==> config.mk <==
export PLATFORM = sky130hd
export DESIGN_NAME = wash_core
export DESIGN_NICKNAME = d
export VERILOG_FILES = /design/src/rtl/wash_core.sv
export SDC_FILE = /design/constraint.sdc
export NUM_CORES = 1
export LEC_CHECK = 0
export CAP_MARGIN = 20
export CORE_MARGIN = 2
export CORE_UTILIZATION = 25
export DETAILED_ROUTE_END_ITERATION = 6
export HOLD_SLACK_MARGIN = 0.08
export PLACE_DENSITY_LB_ADDON = 0.3
export SLEW_MARGIN = 20
export SYNTH_ARGS = -nofsm -noshare
export SYNTH_HDL_FRONTEND = slang
export SYNTH_SLANG_ARGS = --single-unit
==> constraint.sdc <==
create_clock -name clk -period 5.6 [get_ports clk]
set_clock_uncertainty 0.1 [all_clocks]
set_input_delay 0.56 -clock clk [delete_from_list [all_inputs] [get_ports clk]]
set_output_delay 0.56 -clock clk [all_outputs]
set_load 0.01 [all_outputs]
==> src/rtl/wash_core.sv <==
// Washing-machine program sequencer: runs a small ROM program, one instruction per
// cycle, and drives at most one actuator at a time from a tick-driven countdown.
module wash_core #(
  parameter int INSTRS_WIDTH = 32,
  parameter int ADDR_WIDTH   = 8,
  parameter int START_ADDR   = 2,
  parameter int NUM_REGS     = 4
) (
  input  logic                    clk,
  input  logic                    rst_n,
  input  logic                    start,
  input  logic                    abort,
  input  logic                    pause,
  input  logic                    tick,
  input  logic [INSTRS_WIDTH-1:0] instr,
  output logic [ADDR_WIDTH-1:0]   pc,
  output logic                    fill_valve,
  output logic                    drain_valve,
  output logic                    motor_fwd,
  output logic                    motor_rev,
  output logic                    busy,
  output logic                    done,
  output logic                    err
);
  localparam int RW = (NUM_REGS > 1) ? $clog2(NUM_REGS) : 1;

  localparam logic [7:0] OP_HALT = 8'h00;
  localparam logic [7:0] OP_WAIT = 8'h11;
  localparam logic [7:0] OP_FILL = 8'h12;
  localparam logic [7:0] OP_REL  = 8'h13;
  localparam logic [7:0] OP_FWD  = 8'h14;
  localparam logic [7:0] OP_REV  = 8'h15;
  localparam logic [7:0] OP_SET  = 8'h21;
  localparam logic [7:0] OP_DEC  = 8'h22;
  localparam logic [7:0] OP_J    = 8'h30;
  localparam logic [7:0] OP_JZ   = 8'h31;
  localparam logic [7:0] OP_JNZ  = 8'h32;

  typedef enum logic [1:0] {IDLE = 2'd0, EXEC = 2'd1, TIMED = 2'd2} state_t;

  state_t                state_reg, state_next;
  logic [ADDR_WIDTH-1:0] pc_reg, pc_next, pc_inc, jump_addr;
  logic [7:0]            op_reg, op_next, opc;
  logic [15:0]           timer_reg, timer_next, imm, rval, reg_wdata;
  logic [15:0]           regs_reg [NUM_REGS];
  logic [RW-1:0]         ridx;
  logic                  reg_we, done_reg, done_next, err_reg, err_next;
  logic [3:0]            act_reg, act_next;  // {rev, fwd, drain, fill}
  logic                  instr_unused;

  assign opc          = instr[7:0];
  assign ridx         = instr[8 +: RW];
  assign imm          = instr[31:16];
  assign rval         = regs_reg[ridx];
  assign pc_inc       = pc_reg + ADDR_WIDTH'(1);
  assign jump_addr    = imm[ADDR_WIDTH-1:0];
  assign instr_unused = ^instr;

  always_comb begin
    state_next = state_reg;
    pc_next    = pc_reg;
    op_next    = op_reg;
    timer_next = timer_reg;
    reg_we     = 1'b0;
    reg_wdata  = rval;
    done_next  = 1'b0;
    err_next   = err_reg;
    act_next   = 4'b0000;
    case (state_reg)
      IDLE: begin
        if (start) begin
          pc_next    = ADDR_WIDTH'(START_ADDR);
          err_next   = 1'b0;
          state_next = EXEC;
        end
      end
      EXEC: begin
        case (opc)
          OP_HALT: begin
            state_next = IDLE;
            done_next  = 1'b1;
          end
          OP_WAIT, OP_FILL, OP_REL, OP_FWD, OP_REV: begin
            // A zero duration is a no-op: the actuator never sees a pulse.
            if (imm != 16'd0) begin
              op_next    = opc;
              timer_next = imm;
              state_next = TIMED;
            end else begin
              pc_next = pc_inc;
            end
          end
          OP_SET: begin
            reg_we    = 1'b1;
            reg_wdata = imm;
            pc_next   = pc_inc;
          end
          OP_DEC: begin
            reg_we    = 1'b1;
            reg_wdata = (rval == 16'd0) ? 16'd0 : rval - 16'd1;
            pc_next   = pc_inc;
          end
          OP_J:    pc_next = jump_addr;
          OP_JZ:   pc_next = (rval == 16'd0) ? jump_addr : pc_inc;
          OP_JNZ:  pc_next = (rval != 16'd0) ? jump_addr : pc_inc;
          default: begin
            err_next   = 1'b1;
            done_next  = 1'b1;
            state_next = IDLE;
          end
        endcase
      end
      TIMED: begin
        if (tick && !pause) begin
          timer_next = timer_reg - 16'd1;
          if (timer_reg == 16'd1) begin
            pc_next    = pc_inc;
            state_next = EXEC;
          end
        end
      end
      default: state_next = IDLE;
    endcase

    // Abort cancels every other update this cycle; only the state changes.
    if (abort) begin
      state_next = IDLE;
      pc_next    = pc_reg;
      op_next    = op_reg;
      timer_next = timer_reg;
      reg_we     = 1'b0;
      done_next  = 1'b0;
      err_next   = err_reg;
    end

    if (state_next == TIMED && !pause) begin
      case (op_next)
        OP_FILL: act_next = 4'b0001;
        OP_REL:  act_next = 4'b0010;
        OP_FWD:  act_next = 4'b0100;
        OP_REV:  act_next = 4'b1000;
        default: act_next = 4'b0000;
      endcase
    end
  end

  always_ff @(posedge clk) begin
    if (!rst_n) begin
      state_reg <= IDLE;
      pc_reg    <= '0;
      op_reg    <= OP_HALT;
      timer_reg <= '0;
      done_reg  <= 1'b0;
      err_reg   <= 1'b0;
      act_reg   <= 4'b0000;
    end else begin
      state_reg <= state_next;
      pc_reg    <= pc_next;
      op_reg    <= op_next;
      timer_reg <= timer_next;
      done_reg  <= done_next;
      err_reg   <= err_next;
      act_reg   <= act_next;
    end
  end

  always_ff @(posedge clk) begin
    if (!rst_n) begin
      for (int i = 0; i < NUM_REGS; i++) regs_reg[i] <= '0;
    end else if (reg_we) begin
      regs_reg[ridx] <= reg_wdata;
    end
  end

  assign pc          = pc_reg;
  assign fill_valve  = act_reg[0];
  assign drain_valve = act_reg[1];
  assign motor_fwd   = act_reg[2];
  assign motor_rev   = act_reg[3];
  assign busy        = (state_reg != IDLE);
  assign done        = done_reg;
  assign err         = err_reg;
endmodule

==> results of run 1 <==
-- per-layer routing --
layer	wire (um)	part of all wire [%]	up-vias
li1	-	-	2363
met2	7730	47	93
met5	0	0	-
met3	692	4.2	12
met1	7660	47	2323
met4	216	1.3	0
-- through the flow --
stage | hold slack, ns | util [%] | instances
6_report | 0.360 | 30.2 | 975
5_1_grt | 0.404 | 30.2 | 975
4_1_cts | 0.371 | 30.2 | 975
3_5_place_dp | 0.361 | 29.0 | 959
3_3_place_gp | 0.352 | 29.0 | 959
2_1_floorplan | 0.333 | - | 617
-- critical path, delay by kind of cell --
kind / cells / cell delay, ns
AOI/OAI and AO/OA: 3 / 1.33
adders and majority gates: 1 / 0.21
buffers and inverters: 2 / 1.01
muxes: 1 / 0.65
and+or+nand+nor: 2 / 0.37
-- cells in the final DEF, fill, tap and decap left out, drive strengths merged, types with 5 or more instances in the layout --
cell type	n
nand4	9
o221a	6
a21oi	28
nor4	10
nand2	40
nand2b	9
dfxtp	40
edfxtp	64
inv	25
a31oi	5
nor2	109
or3	7
nand3	16
buf	12
and2	14
nor3	13
o21a	7
a22oi	9
mux4	16
and3	9
clkbuf	9
o21ai	41
mux2i	10
nor2b	10
ha	8
clkdlybuf4s50	46
xnor2	5
-- power breakdown --
| part | switching, mW | total, mW | internal, mW |
|---|---|---|---|
| Combinational | 0.124 | 0.207 | 0.0826 |
| Clock | 0.318 | 0.626 | 0.308 |
| Sequential | 0.00913 | 0.839 | 0.829 |
-- logic make-up after synthesis --
logic type	after synthesis	share of synthesized area (%)
buffers and inverters	57	3.78
adder cells (fa/ha/maj)	8	1.67
AND/OR/NAND/NOR	265	22.8
XOR/XNOR	9	1.32
AO/OA/AOI/OAI	146	16.9
multiplexers	28	8.12
flip-flops	104	45.4
-- synthesized netlist by cell type, types with 5 or more instances --
| master | instances |
|---|---|
| mux2i_1 | 10 |
| o21ai_1 | 5 |
| and2_1 | 13 |
| inv_1 | 22 |
| nand2_1 | 39 |
| nor3_1 | 13 |
| dfxtp_1 | 40 |
| nor4_1 | 6 |
| edfxtp_1 | 64 |
| mux4_2 | 15 |
| or3_1 | 7 |
| xnor2_1 | 5 |
| ha_1 | 8 |
| clkbuf_1 | 28 |
| a22oi_1 | 7 |
| o21ai_0 | 35 |
| a21oi_1 | 28 |
| and3_1 | 9 |
| nand4_1 | 9 |
| nor2_1 | 109 |
| o21a_1 | 7 |
| nor2b_1 | 10 |
| nand2b_1 | 9 |
| nand3_1 | 16 |
| o221a_2 | 6 |
-- area by class of cell --
class	instances	area [sq um]	share of cell area [%]
tap	319	399	5.64
inverter	22	82.6	1.17
multi-input combinational	456	3050	43.0
sequential	104	2720	38.4
timing repair buffer	58	551	7.77
clock buffer	9	225	3.18
clock inverter	7	55.1	0.777
-- path summary, 6_finish.rpt --
check	startpoint	cells after the start	slack, ns	to
worst max register to register	state_reg[1]	8	1.96	regs_reg[2][0]
worst min register to register	op_reg[4]	2	0.36	op_reg[4]
worst max-delay path	instr[8]	9	1.45	regs_reg[1][11]
worst min-delay path	op_reg[4]	2	0.36	op_reg[4]
==> impl_metrics.env, run 1 <==
export IMPL_rsz0062_at_grt="false"
export IMPL_clock_latency_ns=0.36
export IMPL_cp_max_fo=10
export IMPL_grt_pass1_vias=4606
export IMPL_slowest_stage="clkdlybuf4s50_1"
export IMPL_wl_mm=16.3
export IMPL_die_area_sq_mm=0.0252
export IMPL_grt_max_degree=41
export IMPL_antenna_found_initial=0
export IMPL_design_area_sq_mm=0.00708
export IMPL_core_area_sq_mm=0.0235
export IMPL_grt_use_met1_pct=17.3
export IMPL_cts_sinks=104
export IMPL_post_place_ws_ns=1.02
export IMPL_ctsHtreeMaxLevel=3
export IMPL_fin_crit_sh_pct=74.2
export IMPL_ctsHoldBuffers=0
export IMPL_fp_dieH_um=159
export IMPL_worst_endpoint_arrival_ns=4.15
export IMPL_yosysSeqAreaShare_pct=45.4
export IMPL_chipWidth_um=159
export IMPL_layout_nets=697
export IMPL_synth_area_sq_mm=0.00599
export IMPL_grt_use_met2_pct=21.6
export IMPL_grt_usage_pct=13.1
export IMPL_post_cts_setup_buffers=0
export IMPL_synth_distinct_cells=72
export IMPL_ios=53
export IMPL_dp_hpwl_mm=11.5
export IMPL_wl_per_cell_um=16.7
export IMPL_drc=0
export IMPL_vias_per_cell=4.91
export IMPL_setup_ws_ns=1.45
export IMPL_critPathLaunchType="input port"
export IMPL_synth_area_leader_cell="edfxtp_1"
export IMPL_std_cell_rows=56
export IMPL_synth_seq_cells=104
export IMPL_grt_util_met3_pct=2.61
export IMPL_setup_violations=0
export IMPL_drive_gt1_share_pct=9.91
export IMPL_tritoncts="built"
export IMPL_synthFlopType="edfxtp_1"
export IMPL_vdd_drop_max_uv=124
export IMPL_place_gp_congestion=0.766
export IMPL_grt_overflow_total=0
export IMPL_cts_resized=0
export IMPL_synth_top_area_share_pct=32.1
export IMPL_final_max_slew_viol_count=0
export IMPL_ant_nets=0
export IMPL_synth_edf_count=64
export IMPL_clock_root_buffer="clkbuf_16"
export IMPL_finalPower_mw=1.67
export IMPL_grt_busiest_layer="met2"
export IMPL_slowest_delay_ns=0.91
export IMPL_crit_chain="clkdlybuf4s50_1 > mux4_2 > inv_1 > ha_1 > and4b_1 > o21a_1 > a31oi_2 > a221oi_1 > nor2_1"
export IMPL_drv_cap=0
export IMPL_netlist_top_cells_area="edfxtp_1, dfxtp_1, nor2_1, mux4_2, o21ai_0"
export IMPL_initial_core_util_pct=25.5
export IMPL_vias=4791
export IMPL_post_dp_cell_area_sq_mm=0.00680
export IMPL_portBuffers=46
export IMPL_powerDensity_mw_per_mm2=236
export IMPL_p_leak_nw=2.43
export IMPL_cts_made_buffers=9
export IMPL_crit_type="input port to flop"
export IMPL_required_ns=5.60
export IMPL_status="complete, no violations"
export IMPL_fillers=2463
export IMPL_syn2layout_area_growth_pct=18.2
export IMPL_diodes=0
export IMPL_relSlewSlack_pct=44.6
export IMPL_syn_area_per_cell_sq_um=9.71
export IMPL_yosys_warnings=0
export IMPL_grt_pass1_wl_mm=26.0
export IMPL_tightest_slew_ns=0.829
export IMPL_synthArstFlopShare_pct=0
export IMPL_end_kind="flop"
export IMPL_largest_reg_flops=64
export IMPL_fin_crit_ns=4.15
export IMPL_fmax_ghz=0.241
export IMPL_setup_tns_ns=0
export IMPL_first_pass_iters=6
export IMPL_syn_inst=617
export IMPL_finalHoldViolCount=0
export IMPL_drt_iter0_markers=305
export IMPL_hp_class="flop to flop"
export IMPL_synthesis_nets=663
export IMPL_max_clock_path_buffers=2
export IMPL_clk_pin_slew_worst_paths_ns=0.08
Note: power is estimated with default switching activity, not from simulation.
==> run 2, diff against run 1 <==
==> constraint.sdc (replaced) <==
create_clock -name clk -period 3.6 [get_ports clk]
set_clock_uncertainty 0.1 [all_clocks]
set_input_delay 0.36 -clock clk [delete_from_list [all_inputs] [get_ports clk]]
set_output_delay 0.36 -clock clk [all_outputs]
set_load 0.01 [all_outputs]
==> run 2 against run 1 <==
- non-clock buffer count grew 54
- register-to-register slack worse by 1.3 ns
- hold slack got worse by 0.00079 ns
- cell count increased by 5.5%
- sequential share of layout area is 2.3 points lower
- cell area rose by 6.4%
- wire length is 4.2% higher
- die area unchanged
- power is 58% higher
- global-route usage is 0.34 points higher
==> impl_metrics.env, run 2 (synthesis results as in run 1) <==
export IMPL_status="complete, no violations"
export IMPL_wl_mm=17.0
export IMPL_grt_usage_pct=13.4
export IMPL_ios=53
export IMPL_critPathLaunchType="input port"
export IMPL_final_max_slew_viol_count=0
export IMPL_setup_violations=0
export IMPL_clk_pin_slew_worst_paths_ns=0.07
export IMPL_drc=0
export IMPL_chipWidth_um=159
export IMPL_relSlewSlack_pct=55.8
export IMPL_layout_nets=751
export IMPL_mostFrequentLayoutCell="nor2_1"
export IMPL_core_area_sq_mm=0.0235
export IMPL_syn2layout_area_growth_pct=25.8
export IMPL_vias=4999
export IMPL_final_cell_mix="nor2_1, edfxtp_1, buf_4"
export IMPL_dp_cells=1013
export IMPL_hold_depth=2
export IMPL_finalHoldViolCount=0
export IMPL_std_cell_rows=56
export IMPL_post_cts_setup_buffers=0
export IMPL_rsz0062_at_grt="false"
export IMPL_fin_crit_ns=3.34
export IMPL_fin_cells=1029
export IMPL_initial_core_util_pct=25.5
export IMPL_cts_made_buffers=9
export IMPL_grt_pass1_wl_mm=26.9
export IMPL_end_kind="flop"
export IMPL_grt_max_degree=40
export IMPL_r2r_start="regs_reg[3][1]"
export IMPL_wl_per_cell_um=16.5
export IMPL_largest_reg_flops=64
export IMPL_vias_per_cell=4.86
export IMPL_drt_iter0_markers=318
export IMPL_place_gp_congestion=0.794
export IMPL_drv_cap=0
export IMPL_grt_overflow_total=0
export IMPL_holdWs_ns=0.359
export IMPL_worstReg2RegEnd="regs_reg[2][14]"
export IMPL_cts_sinks=104
export IMPL_powerDensity_mw_per_mm2=349
export IMPL_crit_type="input port to flop"
export IMPL_portBuffers=46
export IMPL_switching_share_pct=26.0
export IMPL_p_sw_mw=0.685
export IMPL_clock_root_buffer="clkbuf_16"
export IMPL_pwr_share_comb_pct=14.4
export IMPL_p_leak_nw=2.71
export IMPL_cts_resized=0
export IMPL_antenna_found_initial=0
export IMPL_post_place_ws_ns=-0.101
export IMPL_r2r_cells=11
export IMPL_design_area_sq_mm=0.00754
export IMPL_holdCritStartpoint="op_reg[4]"
export IMPL_fp_dieH_um=159
export IMPL_grt_pass1_vias=4929
export IMPL_dp_hpwl_mm=12.2
export IMPL_crit_chain="clkdlybuf4s50_1 > buf_12 > mux4_2 > inv_1 > ha_1 > and4b_1 > o21ai_1 > buf_4 > nor4b_1 > o211ai_1 > a22oi_1 > buf_4 > nor2_1"
export IMPL_required_ns=3.60
export IMPL_worst_endpoint_arrival_ns=3.35
export IMPL_slowest_delay_ns=0.54
export IMPL_p_int_mw=1.95
export IMPL_hp_class="flop to flop"
export IMPL_fin_crit_sh_pct=92.9
export IMPL_whs_endpoint="op_reg[4]"
export IMPL_cp_max_fo=13
export IMPL_vdd_drop_max_uv=238
export IMPL_crit_top_cell="buf_4"
export IMPL_pwr_share_clk_pct=36.0
export IMPL_r2r_slack_ns=0.62
export IMPL_crit_family="buffers and inverters"
export IMPL_path_buf_inv=5
export IMPL_first_pass_iters=5
export IMPL_tritoncts="built"
export IMPL_ant_nets=0
export IMPL_setup_tns_ns=0
export IMPL_diodes=0
export IMPL_fmax_ghz=0.299
export IMPL_ctsHoldBuffers=0
export IMPL_clock_latency_ns=0.35
export IMPL_slowest_stage="mux4_2"
export IMPL_pwr_share_seq_pct=49.5
export IMPL_drive_gt1_share_pct=16.8
export IMPL_post_dp_cell_area_sq_mm=0.00726
export IMPL_setup_ws_ns=0.256
export IMPL_tightest_slew_ns=0.662
export IMPL_max_clock_path_buffers=2
export IMPL_ctsHtreeMaxLevel=3
export IMPL_die_area_sq_mm=0.0252
[run 2: worst min-delay path: stages (launching register included)]
cell      delay (ns)
dfxtp_1         0.30
inv_1           0.05
a21boi_0        0.06
[run 2: layout make-up]
cell class / count / area, sq um
repair buffers: 112 / 1010
fillers: 2447 / 15900
clock buffers: 11 / 233
flip-flops and latches: 104 / 2720
multi-input cells: 456 / 3050
well taps: 319 / 399
clock inverters: 5 / 47.5
inverters: 22 / 82.6
[run 2: worst max path at each step]
stage,from,to,slack (ns),cells after the start
after floorplan,instr[3],regs_reg[2][0],0.38,7
after global routing,instr[8],regs_reg[1][9],0.15,13
after detailed placement,instr[8],regs_reg[2][14],-0.10,13
after global placement,instr[8],regs_reg[1][14],-0.05,13
final,instr[8],regs_reg[2][14],0.26,13
after CTS,instr[8],regs_reg[2][14],0.27,13
[run 2: metrics by stage]
stage                     utilization, %  total power [mW]
after floorplan                        -              1.53
after global placement              30.9              1.71
after detailed placement            30.9              1.71
after CTS                           32.1              2.67
after global routing                32.1              2.74
final                               32.1              2.63
[run 2: metal layers]
layer  global-route usage [%]  part of all wire, %  up-vias
met2                     21.8                   47       80
met4                     2.75                 0.86        0
li1                         -                    -     2485
met1                     18.5                   48     2422
met3                     2.72                  3.9       12
met5                        0                    0        -
[run 2: power groups by stage]
stage / logic [mW] / clock network [mW] / registers (mW)
after CTS: 0.382 / 0.985 / 1.30
after global routing: 0.415 / 1.02 / 1.31
after detailed placement: 0.380 / 0 / 1.33
final: 0.380 / 0.948 / 1.30
after global placement: 0.379 / 0 / 1.33
after floorplan: 0.204 / 0 / 1.33
